### src/rtl/ahb_interconnect.sv
// -----------------------------------------------------------------------------
// ahb_interconnect
// One AHB-Lite master to NUM_SLAVES slaves: address decoder, data-phase
// response multiplexer and a built-in default slave for unmapped space.
//
// Slave i owns [i << SLAVE_ADDR_BITS, ((i+1) << SLAVE_ADDR_BITS) - 1].
// Unmapped NONSEQ/SEQ transfers get the two-cycle ERROR response from the
// default slave; unmapped IDLE/BUSY complete with zero waits and OKAY.
//
// Ports:
//   HCLK         clock, rising edge
//   HRESETn      synchronous reset, ACTIVE HIGH despite the name
//   HADDR        master address
//   HTRANS       master transfer type (00 IDLE, 01 BUSY, 10 NONSEQ, 11 SEQ)
//   HWRITE       master direction (error logging only)
//   HRDATA       read data to master
//   HREADY       ready to master, also broadcast to slaves
//   HRESP        response to master (0 OKAY, 1 ERROR)
//   HSEL_S       one-hot slave selects
//   HRDATA_S     slave read data, slave i at [i*W +: W]
//   HREADYOUT_S  slave ready outputs
//   HRESP_S      slave responses
//
// Optional feature (macro AHB_IC_ERR_LOG_EN) adds:
//   ERR_ADDR     HADDR of the most recent transfer that entered DS_ERR1
//   ERR_WRITE    HWRITE of that transfer
//   ERR_CNT      saturating count of such transfers
// -----------------------------------------------------------------------------
module ahb_interconnect #(
  parameter int AHB_DATA_WIDTH    = 64,
  parameter int AHB_ADDRESS_WIDTH = 32,
  parameter int NUM_SLAVES        = 4,
  parameter int SLAVE_ADDR_BITS   = 28
) (
  input  logic                                 HCLK,
  input  logic                                 HRESETn,
  input  logic [AHB_ADDRESS_WIDTH-1:0]         HADDR,
  input  logic [1:0]                           HTRANS,
  input  logic                                 HWRITE,
  output logic [AHB_DATA_WIDTH-1:0]            HRDATA,
  output logic                                 HREADY,
  output logic                                 HRESP,
  output logic [NUM_SLAVES-1:0]                HSEL_S,
  input  logic [NUM_SLAVES*AHB_DATA_WIDTH-1:0] HRDATA_S,
  input  logic [NUM_SLAVES-1:0]                HREADYOUT_S,
  input  logic [NUM_SLAVES-1:0]                HRESP_S
`ifdef AHB_IC_ERR_LOG_EN
  ,
  output logic [AHB_ADDRESS_WIDTH-1:0]         ERR_ADDR,
  output logic                                 ERR_WRITE,
  output logic [15:0]                          ERR_CNT
`endif
);

  localparam int RW   = AHB_ADDRESS_WIDTH - SLAVE_ADDR_BITS;
  localparam int SELW = (NUM_SLAVES > 1) ? $clog2(NUM_SLAVES) : 1;

  typedef enum logic [1:0] {
    DS_IDLE = 2'b00,
    DS_ERR1 = 2'b01,
    DS_ERR2 = 2'b10
  } ds_state_e;

  // HRESETn is an active-high reset; alias it so the logic reads naturally.
  logic rst_s;
  assign rst_s = HRESETn;

  logic [RW-1:0]             region_s;
  logic                      dec_hit_s;
  logic [SELW-1:0]           dec_idx_s;
  logic [NUM_SLAVES-1:0]     hsel_s;
  logic [AHB_DATA_WIDTH-1:0] hrdata_s;
  logic                      hready_s;
  logic                      hresp_s;
  logic                      ds_go_err_s;

  logic [SELW-1:0] dp_sel_d, dp_sel_q;
  logic            dp_default_d, dp_default_q;
  ds_state_e       ds_state_d, ds_state_q;
  logic            ds_hreadyout_d, ds_hreadyout_q;
  logic            ds_hresp_d, ds_hresp_q;

  assign region_s = HADDR[AHB_ADDRESS_WIDTH-1:SLAVE_ADDR_BITS];

  // Address decode: find which slave region (if any) HADDR falls into.
  always_comb begin
    dec_hit_s = 1'b0;
    dec_idx_s = {SELW{1'b0}};
    for (int i = 0; i < NUM_SLAVES; i++) begin
      if (region_s == RW'(i)) begin
        dec_hit_s = 1'b1;
        dec_idx_s = SELW'(i);
      end else begin
        dec_idx_s = dec_idx_s;
      end
    end
  end

  // Slave selects: one-hot decode, all zero while reset is held.
  always_comb begin
    hsel_s = {NUM_SLAVES{1'b0}};
    for (int i = 0; i < NUM_SLAVES; i++) begin
      hsel_s[i] = ~rst_s & (region_s == RW'(i));
    end
  end

  assign HSEL_S = hsel_s;

  // Response mux driven by the registered data-phase owner.
  always_comb begin
    hrdata_s = {AHB_DATA_WIDTH{1'b0}};
    hready_s = 1'b1;
    hresp_s  = 1'b0;
    if (rst_s) begin
      hready_s = 1'b1;
    end else if (dp_default_q) begin
      hready_s = ds_hreadyout_q;
      hresp_s  = ds_hresp_q;
    end else begin
      for (int i = 0; i < NUM_SLAVES; i++) begin
        if (dp_sel_q == SELW'(i)) begin
          hrdata_s = HRDATA_S[i*AHB_DATA_WIDTH +: AHB_DATA_WIDTH];
          hready_s = HREADYOUT_S[i];
          hresp_s  = HRESP_S[i];
        end else begin
          hrdata_s = hrdata_s;
        end
      end
    end
  end

  assign HRDATA = hrdata_s;
  assign HREADY = hready_s;
  assign HRESP  = hresp_s;

  // Data-phase owner: captured only when the current data phase completes.
  always_comb begin
    if (hready_s) begin
      dp_sel_d     = dec_idx_s;
      dp_default_d = ~dec_hit_s;
    end else begin
      dp_sel_d     = dp_sel_q;
      dp_default_d = dp_default_q;
    end
  end

  // Data-phase owner registers.
  always_ff @(posedge HCLK) begin
    if (rst_s) begin
      dp_sel_q     <= {SELW{1'b0}};
      dp_default_q <= 1'b1;
    end else begin
      dp_sel_q     <= dp_sel_d;
      dp_default_q <= dp_default_d;
    end
  end

  // An active transfer to unmapped space being accepted starts an ERROR.
  assign ds_go_err_s = hready_s & ~dec_hit_s & HTRANS[1];

  // Default slave next state and its registered outputs.
  always_comb begin
    case (ds_state_q)
      DS_IDLE: ds_state_d = ds_go_err_s ? DS_ERR1 : DS_IDLE;
      DS_ERR1: ds_state_d = DS_ERR2;
      DS_ERR2: ds_state_d = ds_go_err_s ? DS_ERR1 : DS_IDLE;
      default: ds_state_d = DS_IDLE;
    endcase
    ds_hreadyout_d = (ds_state_d != DS_ERR1);
    ds_hresp_d     = (ds_state_d != DS_IDLE);
  end

  // Default slave state register.
  always_ff @(posedge HCLK) begin
    if (rst_s) begin
      ds_state_q     <= DS_IDLE;
      ds_hreadyout_q <= 1'b1;
      ds_hresp_q     <= 1'b0;
    end else begin
      ds_state_q     <= ds_state_d;
      ds_hreadyout_q <= ds_hreadyout_d;
      ds_hresp_q     <= ds_hresp_d;
    end
  end

`ifdef AHB_IC_ERR_LOG_EN
  logic [AHB_ADDRESS_WIDTH-1:0] err_addr_d, err_addr_q;
  logic                         err_write_d, err_write_q;
  logic [15:0]                  err_cnt_d, err_cnt_q;
  logic                         err_log_s;

  // Every entry into DS_ERR1 is a new erroring transfer.
  assign err_log_s = (ds_state_d == DS_ERR1);

  // Error log next values; the counter saturates at all ones.
  always_comb begin
    if (err_log_s) begin
      err_addr_d  = HADDR;
      err_write_d = HWRITE;
      err_cnt_d   = (err_cnt_q == 16'hFFFF) ? err_cnt_q : err_cnt_q + 16'd1;
    end else begin
      err_addr_d  = err_addr_q;
      err_write_d = err_write_q;
      err_cnt_d   = err_cnt_q;
    end
  end

  // Error log registers.
  always_ff @(posedge HCLK) begin
    if (rst_s) begin
      err_addr_q  <= {AHB_ADDRESS_WIDTH{1'b0}};
      err_write_q <= 1'b0;
      err_cnt_q   <= 16'd0;
    end else begin
      err_addr_q  <= err_addr_d;
      err_write_q <= err_write_d;
      err_cnt_q   <= err_cnt_d;
    end
  end

  assign ERR_ADDR  = err_addr_q;
  assign ERR_WRITE = err_write_q;
  assign ERR_CNT   = err_cnt_q;
`endif

  // Inputs that only matter to the slaves or to the optional log.
  logic unused_pins_s;
  assign unused_pins_s = ^{HADDR[SLAVE_ADDR_BITS-1:0], HTRANS[0], HWRITE};

endmodule
### config.mk
export PLATFORM = sky130hd
export DESIGN_NAME = ahb_interconnect
export DESIGN_NICKNAME = d
export VERILOG_FILES = /design/src/rtl/ahb_interconnect.sv
export SDC_FILE = /design/constraint.sdc
export NUM_CORES = 1
export LEC_CHECK = 0
export CAP_MARGIN = 20
export CELL_PAD_IN_SITES_DETAIL_PLACEMENT = 1
export CELL_PAD_IN_SITES_GLOBAL_PLACEMENT = 2
export CORE_MARGIN = 1.5
export CORE_UTILIZATION = 11
export DETAILED_ROUTE_END_ITERATION = 8
export PLACE_DENSITY = 0.89
export REMOVE_ABC_BUFFERS = 1
export SLEW_MARGIN = 20
export SYNTH_ARGS = -nofsm -noshare
export SYNTH_HDL_FRONTEND = slang
export SYNTH_SLANG_ARGS = --single-unit
### constraint.sdc
create_clock -name HCLK -period 2.2 [get_ports HCLK]
set_clock_uncertainty 0.15 [all_clocks]
set_input_delay 0.44 -clock HCLK [delete_from_list [all_inputs] [get_ports HCLK]]
set_output_delay 0.44 -clock HCLK [all_outputs]
set_load 0.02 [all_outputs]
**Yosys cells after proc, flatten, opt, wreduce, memory -nomap -nowiden**

Index checks and enable logic that the tools add are counted.

- Register bits: 7
- Input bits: 301
- Output and inout bits: 70
- Logic and storage cells: 54

- Equal/unequal tests: 9
- Mux-type cells: 27
- Bitwise gates (word level): 8
- Reduce and logical (&&, ||, !) cells: 5

Operators by type and width:

| cell | count |
|---|---|
| $mux W64 | 6 |
| $mux W1 | 18 |
| $eq A4 B2 Y1 const B | 2 |
| $and A1 B1 Y1 | 6 |
| $eq A2 B2 Y1 const B | 3 |
| $eq A2 B1 Y1 const B | 2 |
| $eq A4 B1 Y1 const B | 1 |
| $logic_not A2 Y1 | 2 |
| $logic_not A4 Y1 | 1 |
| $mux W2 | 2 |
| $pmux W2 S2 | 1 |
| $ne A2 B1 Y1 const B | 1 |
| $not A1 Y1 | 2 |
| $reduce_bool A2 Y1 | 1 |
| $reduce_or A2 Y1 | 1 |

**Logic depth before layout (Yosys ltp)**

Gate-level depths: netlist (run 1).

- Depth after elaboration: 12
- Gate-level depth with buffers: 5
- Mapped depth without buffers: 4

**Worst setup path before layout (run 1)**

OpenSTA, ideal clock, no wires.

- Path type: input to output
- From: in HRESETn
- To: out HRDATA[0]
- Arrival time: 1.572 ns
- Data required time: 1.610 ns
- Setup slack: 0.038 ns
- Stages on the path: 5
- Path buffers: 3
- Cells stage by stage: clkbuf_1 -> or2_2 -> buf_2 -> clkbuf_1 -> nor2b_1

- Word-level cells in the longest chain between the ends: 1

RTL lines:

| what | line | source |
|---|---|---|
| start: declaration | 36 | `input logic HRESETn,` |
| $mux W64 | 114 | `if (rst_s) begin` |
| end: declaration | 40 | `output logic [AHB_DATA_WIDTH-1:0] HRDATA,` |

No other way between the ends.

**Final worst setup path (run 1)**

- From: reg dp_sel_q[0]
- To: out HRDATA[36]

- Word-level cells in the longest chain between the ends: 7
- Elaborated cells on any way between the ends: 10
- Classes of those cells: eq/ne (3); mux (6); reduce/logical (1)

RTL lines:

| what | line | source |
|---|---|---|
| start: declaration | 77 | `logic [SELW-1:0] dp_sel_d, dp_sel_q;` |
| start signal: assignment | 150 | `dp_sel_q <= {SELW{1'b0}};` |
| start signal: assignment | 153 | `dp_sel_q <= dp_sel_d;` |
| $logic_not A2 Y1 | 121 | `if (dp_sel_q == SELW'(i)) begin` |
| $mux W64 (3 in series) | 121 |  |
| $mux W64 (*) | 121 |  |
| $mux W64 (*) | 116 | `end else if (dp_default_q) begin` |
| $mux W64 (*) | 114 |  |

Every way passes the cells marked *; elsewhere a longest branch is shown, timed or not.

==> results.txt, run 1 <==
commonest non-fill, non-tap cell in the layout - clkdlybuf4s50_1
critical path class - reg2out
ys async rst share - 0
CP bufs+invs - 4
Final WS setup - -168.8 ps
Data arrival, critical path - 1780 ps
largest net degree at the start of global routing - 36
Seq/Total Area, Yosys - 0.05741
drt wl/cell - 18.17 um
final cell count without fillers - 823
vias in the first global route - 3709
register area - 147.6 um^2
filler cell count - 2460
maximum clock rate - 422.2 MHz
clock tree root driver cell - clkbuf_16
Max Cap Viol - 0
Area Overhead vs Synth - 170.4%
dpl hpwl - 12830 um
Yosys warnings - 0
CTS tree - done
H-Tree Depth - 1
Slew @ Worst Pin - 335.2 ps
Clock power frac - 0.211
Final Max Tran Viols - 0
cts bufs inserted - 3
status - finished, violations left
# port buffers - 340
Gate power share - 0.694
# rows - 54
initial antenna violation count - 0
Ports - 371
global-route wire length before repair - 21740 um
global-route usage over all layers - 0.1208
Leakage - 2.443 nW
Worst path max stage delay - 480 ps
maximum VDD drop - 0.2555 mV
Placed Cells - 813
failing checks - negative setup slack
Critical Path, Cell by Cell - buf_12, buf_12, buf_4, mux4_2, nor2b_1, buf_4
later-pin clock latency in the skew report - 230 ps
Place WS - -618.0 ps
internal power - 1.107 mW
CTS sink cnt - 7
drt drc - 0
GRT overflow - 0
most frequent cells in the layout - clkdlybuf4s50_1, mux4_2, nor2b_1, buf_4, buf_6
Via Count - 3266
share of cells above drive strength 1 - 0.3794
diode count - 0
Sw Ratio - 0.2498
clk buf depth - 2
CP Capture Type - primary output
post-DR vias/cell - 3.968
Slowest-stage cell, CP - mux4_2
Synth Area per Inst - 12.92 um^2
Crit path required time - 1610 ps
Die Y - 152.0 um
die area - 23090 um^2
RSZ-0062 raised after global routing - yes
flops & latches, synth - 7
GPL Wtd Cong - 0.7491
Slew headroom - 0.7760
CP startpoint kind - flop
Core Area - 21820 um^2
width of the die - 152.0 um
Initial Utilization - 0.1119
Worst path top cell family by delay - buffers and inverters
fin crit share - 1.077
ANT nets after route - 0
synthesized instance count - 189
1st-iter DRT viols - 66
clock-pin slew on the worst setup and hold paths - 40 ps
Setup Viol. Count Final - 65
minimum clock period - 2369 ps
Final Hold Violating Endpoints - 0
final net count - 845
Flop pwr share - 0.094
number of flops mapped to enable cells by yosys - 0
final wirelength - 14950 um
TritonRoute pass-1 iters - 4
final core utilization - 0.3024
Sw Pwr - 0.3686 mW
worst hold path class - reg2reg
synth unique cells - 26
Main synth FF type - dfxtp_1
worst-path maximum fanout - 6
Multi-input gate area - 2288 um^2
hold_buf cts - 0
Pwr Density - 223.6 nW/um^2
area of the mapped netlist - 2441 um^2
[per-layer routing]
| metal | wire [um] | track usage | vias to the layer above | part of all wire |
|---|---|---|---|---|
| met2 | 7909 | 0.2280 | 215 | 0.53 |
| met5 | 0 | 0 | - | 0 |
| li1 | - | - | 1475 | - |
| met4 | 87 | 0.01572 | 0 | 0.0058 |
| met1 | 5836 | 0.1411 | 1570 | 0.39 |
| met3 | 1122 | 0.02767 | 6 | 0.075 |
[power by group through the flow]
stage	clock network, mW	logic [mW]	registers, mW
floorplan	0	0.292	0.169
global placement	0	0.962	0.145
detailed placement	0	0.974	0.145
CTS	0.318	0.981	0.139
global route	0.326	1.08	0.140
finish	0.312	1.02	0.139
[worst register-to-register path: cells and delay by family (launching register included)]
kind | cells | cell delay [ps]
buffers and inverters | 3 | 490
AO/OA/AOI/OAI | 2 | 360
AND/OR/NAND/NOR | 1 | 170
multiplexers | 1 | 290
flip-flops | 1 | 360
[cell type report]
cell class              instances  area share
clock buffers                   4     0.01194
multi-input cells             155      0.3467
well taps                     280     0.05308
flip-flops and latches          7     0.02237
inverters                       2    0.001137
repair buffers                375      0.5647
[what timing repair did]
item | CTS | global route
cloned | 2 | 0
resized for setup | 324 | 102
setup endpoints to repair | 70 | 67
pin swaps | 3 | 0
setup buffers | 2 | 3
[registers in the layout (all words and copies together) (netlist names)]
signal          count
dp_sel_q            2
ds_hreadyout_q      1
ds_state_q          2
dp_default_q        1
ds_hresp_q          1
[worst paths after layout]
check	from	slack, ps	to	depth (start not counted)
worst max register to register	dp_sel_q[0]	260	dp_sel_q[0]	7
worst max-delay path	dp_sel_q[0]	-170	HRDATA[36]	6
worst min-delay path	ds_state_q[1]	260	ds_state_q[1]	1
worst min register to register	ds_state_q[1]	260	ds_state_q[1]	1
[logic make-up (layout without fill, tap and decap cells)]
group           count (synthesis)  after routing  share of synthesized area
compound gates                  5              5                    0.02768
mux                            69             69                     0.6463
buf+inv                        27            381                    0.06612
simple gates                   81             81                     0.2025
flops                           7              7                    0.05740
[synth_stat cells (all sizes together), types with 2 or more instances]
master	n	area, um^2
nor3	2	10.01
buf	15	116.4
clkbuf	10	37.54
nor2b	65	409.1
nor2	5	18.77
mux2i	2	20.02
or2	2	12.51
nor3b	2	15.01
mux2	2	30.03
mux4	65	1528
inv	2	7.510
dfxtp	7	140.1
[through the flow]
stage / power (mW) / setup TNS (ps) / instance area (um^2) / hold WS (ps)
finish: 1.475 / -6531 / 6600 / 255.9
global route: 1.549 / -9722 / 6600 / 270.6
CTS: 1.438 / -7815 / 6266 / 257.4
detailed placement: 1.119 / -38420 / 6366 / 252.4
global placement: 1.106 / -38280 / 6366 / 245.5
floorplan: 0.4609 / -137960 / 2287 / 233.0
(Power assumes the default switching activity.)
==> inputs of run 2 (changes only) <==
- PLACE_DENSITY: 0.89 -> 0.82
==> run 2 against run 1 <==
  * The flow still finishes with violations (negative setup slack)
  * Combinational power barely moved
  * Die area did not move
  * Count of clock-buffer cells in the layout did not move
  * Non-clock buffer count rose by 5
  * Critical path type unchanged
  * Largest cell class unchanged
  * Largest power group unchanged
==> results.txt, run 2 (synthesized netlist as in run 1, its figures left out) <==
status - finished, violations left
failing checks - negative setup slack
critical path class - reg2out
Sw Pwr - 0.3755 mW (+1.9%)
Slowest-stage cell, CP - mux4_2
global-route wire length before repair - 23960 um (+10%)
Ports - 371 (unchanged)
Setup Viol. Count Final - 64 (-1.5%)
Max Cap Viol - 0 (unchanged)
Worst path max stage delay - 530 ps (+50 ps)
TNS Setup - -6929 ps (-398.1 ps)
Worst Setup SP - dp_sel_q[0]
Sw Ratio - 0.2510 (+0.001165)
final net count - 850 (+0.59%)
drt drc - 0 (unchanged)
Crit path required time - 1610 ps (about the same)
die area - 23090 um^2 (unchanged)
GPL Wtd Cong - 0.9114 (+22%)
RSZ-0062 raised after global routing - yes
H-Tree Depth - 1 (unchanged)
R2R cell count - 8 (+1)
internal power - 1.120 mW (+1.2%)
fin crit share - 1.079 (+0.002703)
Via Count - 3318 (+1.6%)
clock-pin slew on the worst setup and hold paths - 40 ps (about the same)
GRT overflow - 0 (unchanged)
Critical Path, Cell by Cell - buf_6, buf_12, mux4_2, nor2b_1, buf_2
worst hold path class - reg2reg
clock tree root driver cell - clkbuf_16
CTS sink cnt - 7 (unchanged)
filler cell count - 2454 (-0.24%)
RR Startpoint - dp_sel_q[0]
worst-path maximum fanout - 6 (unchanged)
Flop pwr share - 0.094 (about the same)
Gate power share - 0.700 (+0.006)
CP Capture Type - primary output
CTS tree - done
ANT nets after route - 0 (unchanged)
r2r setup slk - 170 ps (-90 ps)
Die Y - 152.0 um (unchanged)
dpl hpwl - 13390 um (+4.3%)
vias in the first global route - 3887 (+4.8%)
commonest non-fill, non-tap cell in the layout - clkdlybuf4s50_1
post-DR vias/cell - 4.007 (+0.98%)
width of the die - 152.0 um (unchanged)
CP startpoint kind - flop
initial antenna violation count - 0 (unchanged)
1st-iter DRT viols - 104 (+58%)
Initial Utilization - 0.1119 (unchanged)
largest registers - dp_sel_q: 2 flops, ds_state_q: 2 flops
Slew headroom - 0.8132 (+0.03711)
final wirelength - 15990 um (+6.9%)
Pwr Total - 1.496 mW (+1.4%)
placed cell area - 6319 um^2 (-0.75%)
Leakage - 2.456 nW (+0.54%)
Place WS - -623.0 ps (-5.061 ps)
Finished Cell Area - 6665 um^2 (+0.99%)
drt wl/cell - 19.31 um (+6.3%)
largest net degree at the start of global routing - 37 (+2.8%)
Final Hold Violating Endpoints - 0 (unchanged)
Final WS setup - -174.7 ps (-5.947 ps)
# port buffers - 340 (unchanged)
cts bufs inserted - 3 (unchanged)
Worst Setup EP - HRDATA[50]
R2R Path End - dp_sel_q[0]
Data arrival, critical path - 1780 ps (about the same)
clk buf depth - 2 (unchanged)
diode count - 0 (unchanged)
Clock power frac - 0.207 (-0.004)
minimum clock period - 2375 ps (+5.947 ps)
# rows - 54 (unchanged)
Pwr Density - 224.4 nW/um^2 (+0.40%)
Final Max Tran Viols - 0 (unchanged)
maximum clock rate - 421.1 MHz (-0.25%)
most frequent cells in the layout - clkdlybuf4s50_1, mux4_2, nor2b_1, buf_4, buf_6
Area Overhead vs Synth - 173.0%
later-pin clock latency in the skew report - 230 ps (about the same)
TritonRoute pass-1 iters - 4 (unchanged)
Core Area - 21820 um^2 (unchanged)
share of cells above drive strength 1 - 0.3923 (+0.01296)
maximum VDD drop - 0.2023 mV (-21%)
Slew @ Worst Pin - 272.5 ps (-62.73 ps)
global-route usage over all layers - 0.1327 (+0.01184)
-- run 2: final cells by class --
| cell class | instances | area [um^2] | area share |
|---|---|---|---|
| inverters | 2 | 7.507 | 0.001126 |
| multi-input cells | 155 | 2280 | 0.3420 |
| clock buffers | 4 | 78.83 | 0.01183 |
| flip-flops and latches | 7 | 147.6 | 0.02215 |
| repair buffers | 380 | 3801 | 0.5703 |
| well taps | 280 | 350.3 | 0.05256 |
-- run 2: per-stage QoR --
step                hold WS [ps]  instances  utilization
floorplan                  233.0        164            -
global placement           241.0        807       0.2895
detailed placement         270.7        807       0.2895
CTS                        275.6        828       0.2972
global route               295.9        828       0.3054
finish                     271.2        828       0.3054
-- run 2: power groups by stage --
stage | Clock, mW | Sequential, mW | Combinational (mW)
5_1_grt | 0.325 | 0.141 | 1.10
2_1_floorplan | 0 | 0.169 | 0.292
6_report | 0.309 | 0.140 | 1.05
4_1_cts | 0.314 | 0.141 | 1.03
3_5_place_dp | 0 | 0.142 | 0.973
3_3_place_gp | 0 | 0.142 | 0.952
-- run 2: repair_timing --
item                       4_1_cts  5_1_grt
gates resized for setup        365       70
pin swaps                        3        1
cloned                           5        0
hold buffers                     0        0
setup endpoints to repair       70       68
buffers inserted                12        3
-- run 2: how the worst min path moves through the flow --
stage                        from            end  slack, ps  depth (start not counted)
finish              ds_state_q[1]  ds_state_q[1]        270                          1
global route        ds_state_q[1]  ds_state_q[1]        300                          1
CTS                 ds_state_q[1]  ds_state_q[1]        280                          1
detailed placement  ds_state_q[1]  ds_state_q[1]        270                          1
global placement    ds_state_q[1]  ds_state_q[1]        240                          1
floorplan           ds_state_q[1]  ds_state_q[1]        230                          1
-- run 2: per-layer routing --
layer / share of wire / routed length [um] / up-vias / GRT usage
li1: - / - / 1488 / -
met1: 0.40 / 6398 / 1618 / 0.1589
met2: 0.54 / 8592 / 202 / 0.2538
met3: 0.054 / 864 / 10 / 0.02168
met4: 0.0082 / 131 / 0 / 0.01341
met5: 0 / 0 / - / 0
-- run 2: critical path, delay by kind of cell, from the launching register on --
| family | cells | cell delay [ps] |
|---|---|---|
| DFF | 1 | 430 |
| and+or+nand+nor | 1 | 150 |
| muxes | 1 | 530 |
| buffers and inverters | 3 | 440 |
